[config.mk]
export PLATFORM = sky130hd
export DESIGN_NAME = valve_sequencer
export DESIGN_NICKNAME = d
export VERILOG_FILES = /design/src/rtl/valve_sequencer.sv
export SDC_FILE = /design/constraint.sdc
export NUM_CORES = 1
export LEC_CHECK = 0
export ABC_AREA = 1
export BUFFER_PORTS_ARGS = -buffer_cell sky130_fd_sc_hd__buf_2
export CORE_ASPECT_RATIO = 0.6
export CORE_UTILIZATION = 50
export CTS_CLUSTER_SIZE = 24
export DETAILED_ROUTE_END_ITERATION = 8
export GPL_TIMING_DRIVEN = 1
export PLACE_DENSITY_LB_ADDON = 0.08
export SLEW_MARGIN = 20
export SYNTH_ARGS = -nofsm -noshare
export SYNTH_HDL_FRONTEND = slang
export SYNTH_SLANG_ARGS = --single-unit
export TNS_END_PERCENT = 1
[constraint.sdc]
create_clock -name clk -period 1.8 [get_ports clk]
set_input_delay 0.36 -clock clk [delete_from_list [all_inputs] [get_ports clk]]
set_output_delay 0.36 -clock clk [all_outputs]
set_load 0.01 [all_outputs]
[src/rtl/valve_sequencer.sv]
// valve_sequencer: fetches 21-bit instructions from an asynchronous-read
// memory and executes SET / DELAY / HALT to drive a 16-bit valve bank.
// Each instruction is fetched in one cycle and executed in the next. DELAY
// waits are timed with a prescaler and a 10-bit count, so no multiplier is
// needed and 1023 ms cannot overflow.
module valve_sequencer #(
    parameter int unsigned CLKS_PER_MS = 100000,
    parameter logic [7:0]  START_ADDR  = 8'd1
) (
    input  logic        clk,
    input  logic        rst_n,
    input  logic        start,
    output logic [7:0]  inst_addr,
    input  logic [20:0] inst_data,
    output logic [15:0] valves,
    output logic        busy,
    output logic        done,
    output logic        error
);

    typedef enum logic [2:0] {
        S_IDLE,
        S_FETCH,
        S_EXEC,
        S_WAIT,
        S_DONE,
        S_ERROR
    } state_t;

    localparam logic [2:0]  OP_HALT    = 3'b000;
    localparam logic [2:0]  OP_SET     = 3'b001;
    localparam logic [2:0]  OP_DELAY   = 3'b010;
    localparam logic [2:0]  UNIT_CYCLE = 3'b000;
    localparam logic [2:0]  UNIT_MS    = 3'b001;
    localparam logic [31:0] PRE_MS     = CLKS_PER_MS - 1;

    state_t      state;
    state_t      state_nxt;
    logic [7:0]  pc;
    logic [20:0] ir;
    logic [9:0]  wait_cnt;
    logic [31:0] pre_cnt;
    logic [31:0] pre_reload;

    // Strobes from the next-state logic into the datapath.
    logic pc_load;
    logic pc_inc;
    logic ir_load;
    logic valve_wr;
    logic wait_load;

    // Instruction register fields.
    logic [2:0] ir_op;
    logic [3:0] ir_idx;
    logic       ir_val;
    logic [9:0] ir_cnt;
    logic [2:0] ir_unit;
    logic       unit_ok;

    assign ir_op   = ir[20:18];
    assign ir_idx  = ir[17:14];
    assign ir_val  = ir[0];
    assign ir_cnt  = ir[13:4];
    assign ir_unit = ir[3:1];
    assign unit_ok = (ir_unit == UNIT_CYCLE) || (ir_unit == UNIT_MS);

    // One prescaler period per count tick: 1 cycle for cycle units, a
    // millisecond for ms units. The unit stays in ir for the whole WAIT.
    assign pre_reload = (ir_unit == UNIT_MS) ? PRE_MS : 32'd0;

    assign inst_addr = pc;

    // State register; reset forces IDLE at once, even mid-WAIT.
    always_ff @(posedge clk or negedge rst_n) begin
        if (!rst_n) begin
            state <= S_IDLE;
        end else begin
            state <= state_nxt;
        end
    end

    // Next-state decode, datapath strobes and status outputs.
    always_comb begin
        state_nxt = state;
        pc_load   = 1'b0;
        pc_inc    = 1'b0;
        ir_load   = 1'b0;
        valve_wr  = 1'b0;
        wait_load = 1'b0;
        busy      = 1'b0;
        done      = 1'b0;
        error     = 1'b0;
        case (state)
            S_IDLE, S_DONE, S_ERROR: begin
                done  = (state == S_DONE);
                error = (state == S_ERROR);
                if (start) begin
                    pc_load   = 1'b1;
                    state_nxt = S_FETCH;
                end
            end
            S_FETCH: begin
                busy      = 1'b1;
                ir_load   = 1'b1;
                state_nxt = S_EXEC;
            end
            S_EXEC: begin
                busy = 1'b1;
                case (ir_op)
                    OP_HALT: state_nxt = S_DONE;
                    OP_SET: begin
                        valve_wr  = 1'b1;
                        pc_inc    = 1'b1;
                        state_nxt = S_FETCH;
                    end
                    OP_DELAY: begin
                        // An illegal unit is an error even with a zero count.
                        if (!unit_ok) begin
                            state_nxt = S_ERROR;
                        end else if (ir_cnt == 10'd0) begin
                            pc_inc    = 1'b1;
                            state_nxt = S_FETCH;
                        end else begin
                            wait_load = 1'b1;
                            state_nxt = S_WAIT;
                        end
                    end
                    default: state_nxt = S_ERROR;
                endcase
            end
            S_WAIT: begin
                busy = 1'b1;
                if ((pre_cnt == 32'd0) && (wait_cnt == 10'd0)) begin
                    pc_inc    = 1'b1;
                    state_nxt = S_FETCH;
                end
            end
            default: state_nxt = S_IDLE;
        endcase
    end

    // Datapath: pc, instruction register, valve bank and delay counters.
    always_ff @(posedge clk or negedge rst_n) begin
        if (!rst_n) begin
            pc       <= START_ADDR;
            ir       <= '0;
            valves   <= '0;
            wait_cnt <= '0;
            pre_cnt  <= '0;
        end else begin
            if (pc_load) begin
                pc <= START_ADDR;
            end else if (pc_inc) begin
                pc <= pc + 8'd1;
            end
            if (ir_load) begin
                ir <= inst_data;
            end
            if (valve_wr) begin
                valves[ir_idx] <= ir_val;
            end
            // Loading N-1 ticks with a full prescaler period gives exactly
            // N periods of WAIT before the exit cycle returns to FETCH.
            if (wait_load) begin
                wait_cnt <= ir_cnt - 10'd1;
                pre_cnt  <= pre_reload;
            end else if (state == S_WAIT) begin
                if (pre_cnt != 32'd0) begin
                    pre_cnt <= pre_cnt - 32'd1;
                end else if (wait_cnt != 10'd0) begin
                    wait_cnt <= wait_cnt - 10'd1;
                    pre_cnt  <= pre_reload;
                end
            end
        end
    end

endmodule

==> flow_summary.json <==
{
  "outcome": "finished with violations",
  "violations": "setup timing",
  "dr.pass1.iters": 5,
  "viasPerCell": 5.30,
  "rows": 27,
  "cts.sinks": 90,
  "drt-total-wl_um": 14400,
  "hold_path.class": "in2reg",
  "clk_latency_ps": 350,
  "synth_top_area_cell": "dfrtp_1",
  "coreArea_um2": 9430,
  "r2r_slack_ps": -150,
  "drv_cap": 0,
  "port-buffer-count": 50,
  "crit_required_ps": 2050,
  "overflow": 0,
  "power_density_nw_per_um2": 1610,
  "synth_area_um2": 5000,
  "setup_violations": 30,
  "cp-startpoint": "ir[8]",
  "synth_cell_types": 43,
  "async_flop_share": 1.00,
  "arrival_ps": 2190,
  "r2r-start": "ir[8]",
  "io_pins": 51,
  "slew_headroom": 0.693,
  "clockBufferDepth": 2,
  "fmax_mhz": 514,
  "cp-end-kind": "flip-flop",
  "clockRootBuffer": "clkbuf_16",
  "cts_tree": "done",
  "rsz0062_at_grt": "yes",
  "routed-via-count": 5021,
  "htree_num_levels": 3,
  "numCtsBuffers": 9,
  "num-nets-final": 839,
  "first_global_vias": 4524,
  "syn_avg_cell_area_um2": 7.78,
  "start_kind": "flip-flop",
  "synth-edff-count": 0,
  "power_mw": 11.3,
  "cp_max_fo": 7,
  "routedWlPerCell_um": 15.2,
  "first_iter_violations": 359,
  "grt_max_degree": 35,
  "grt_pass1_wl_um": 22500,
  "synth_seq_cells": 90,
  "crit_type": "reg2reg",
  "layout-drive-gt1-share": 0.388,
  "clkSlewWorstSetupHoldPaths_ps": 70,
  "finalCritPeriodShare": 1.08,
  "synthFlopType": "dfrtp_1",
  "grt_use_total": 0.287,
  "skew_ps": 6.61,
  "yosysSeqAreaShare": 0.451,
  "dpl.hpwl_um": 9910,
  "synth.top_cell.area_share": 0.445,
  "reg2reg_depth": 15,
  "die_w_um": 131,
  "remaining_drc_errors": 0,
  "ys_top_cells_by_area": "dfrtp_1, nand2_1, nor2_1",
  "floorplan.initialDensity": 0.530,
  "synthCells": 643,
  "die_h_um": 79.5,
  "fin_tns_setup_ps": -1080,
  "min_period_ps": 1950,
  "worst_pin_slew_ps": 461,
  "antenna_found_initial": 0,
  "rr_endpoint": "wait_cnt[8]",
  "finalWeightedCongestion": 0.885,
  "instances_no_fill": 947,
  "diodes": 0,
  "dp_cells": 915,
  "fin_ws_ps": -147,
  "ant_nets": 0,
  "yosys_warnings": 0,
  "p_leak_nw": 3.62,
  "fill_cells": 680,
  "slew_viol_final": 0,
  "ir_worst_vdd_mv": 0.773,
  "worstSetupEndpoint": "wait_cnt[8]",
  "die-area_um2": 10400,
  "hold_violations": 0,
  "synth_nets": 670,
  "syn_to_final_growth_pct": 40.0
}
-- flip-flops by register name (all words and copies together) (netlist names) --
name and flops:
inst_addr 8, ir 21, pre_cnt 32, state 3, valves 16, wait_cnt 10
-- cell type report --
class	count	area, µm²	share of cell area
Clock inverter	7	50.0	0.00715
Clock buffer	9	225	0.0322
Inverter	80	329	0.0470
Sequential cell	90	2250	0.322
Timing Repair Buffer	172	1280	0.183
Multi-Input combinational cell	459	2690	0.385
Tap cell	130	163	0.0232
-- cell usage after synthesis, types with 2 or more instances --
cell,number
clkbuf_1,4
dfrtp_1,89
o21ai_1,8
nand2_2,13
nor2_2,11
or2_2,2
inv_1,74
nand4_1,12
xnor2_1,2
nor2_4,2
o21ai_0,20
buf_6,4
buf_4,2
o21a_1,3
inv_2,3
xor2_1,13
mux2_2,10
nand2_4,4
nor3_1,19
nand2_1,136
a21oi_1,39
ha_1,3
nand3b_1,2
o22ai_1,3
a31oi_1,8
nand3_1,41
a22oi_1,7
inv_4,2
buf_2,2
nor2_1,92
-- cells in the final DEF (no fill, tap or decap), types with 14 or more instances in the layout --
cell type and count:
nor2_2 22, nor2_1 73, dfrtp_1 89, nand2_1 109, buf_2 49, o21ai_0 14, buf_4 109, a21oi_1 34
inv_1 70, nand3_1 36, nand2_2 30
-- stage by stage --
stage / cell area, µm² / hold slack, ps / utilization / setup slack (ps)
2_1_floorplan: 5000 / 64.4 / - / -56.6
3_3_place_gp: 6170 / 324 / 0.655 / -161
3_5_place_dp: 6170 / 330 / 0.655 / -270
4_1_cts: 6760 / 239 / 0.718 / -94.8
5_1_grt: 7000 / 238 / 0.742 / -317
6_report: 7000 / 241 / 0.742 / -147
-- how the worst min path moves through the flow --
stage	from	to	cells after the start
global route	inst_data[3]	ir[3]	2
finish	inst_data[3]	ir[3]	2
CTS	inst_data[3]	ir[3]	2
floorplan	rst_n	inst_addr[1]	0
detailed placement	rst_n	valves[0]	1
global placement	rst_n	valves[0]	1
-- layer usage --
metal,up-vias,global-route usage,wire (µm)
li1,2423,-,-
met1,2416,0.439,7110
met2,165,0.412,6170
met3,17,0.0536,945
met4,0,0.0736,165
met5,-,0,0
-- cells by family (layout without fill, tap and decap cells) --
| group | after synthesis | in the layout | synth area share |
|---|---|---|---|
| xor gates and xnor gates | 15 | 15 | 0.0263 |
| DFF | 90 | 90 | 0.451 |
| adders and majority gates | 3 | 3 | 0.00751 |
| AOI/OAI and AO/OA | 93 | 93 | 0.106 |
| muxes | 10 | 10 | 0.0225 |
| buffers and inverters | 94 | 268 | 0.0831 |
| and+or+nand+nor | 338 | 338 | 0.304 |
-- what timing repair did --
| item | in CTS | in global routing |
|---|---|---|
| setup endpoints to repair | 50 | 59 |
| gates cloned | 1 | 0 |
| hold buffers | 1 | 0 |
| endpoints found under the hold margin | 27 | 0 |
| gates resized for setup | 68 | 48 |
| buffers inserted | 5 | 9 |
| pin swaps | 25 | 29 |
-- critical path, cell delays in order, from the launching register on --
cell and delay, ps:
dfrtp_1 370, nor2_1 130, nand2_1 90, nor2_2 160, nand2_2 90, nand2_4 150, buf_8 160, nand2_1 70
nand2_2 80, nand2_1 80, nor2_2 140, nand2_1 70, nand2_1 80, nand2_1 60, nand2_1 50, nand2_1 50
-- report_power, final --
part | internal [mW] | switching, mW | total [mW]
clock network | 0.950 | 0.877 | 1.83
logic | 2.69 | 3.39 | 6.08
registers | 2.79 | 0.571 | 3.36
total | 6.43 | 4.84 | 11.3
Power figures use the tool's default switching activity.
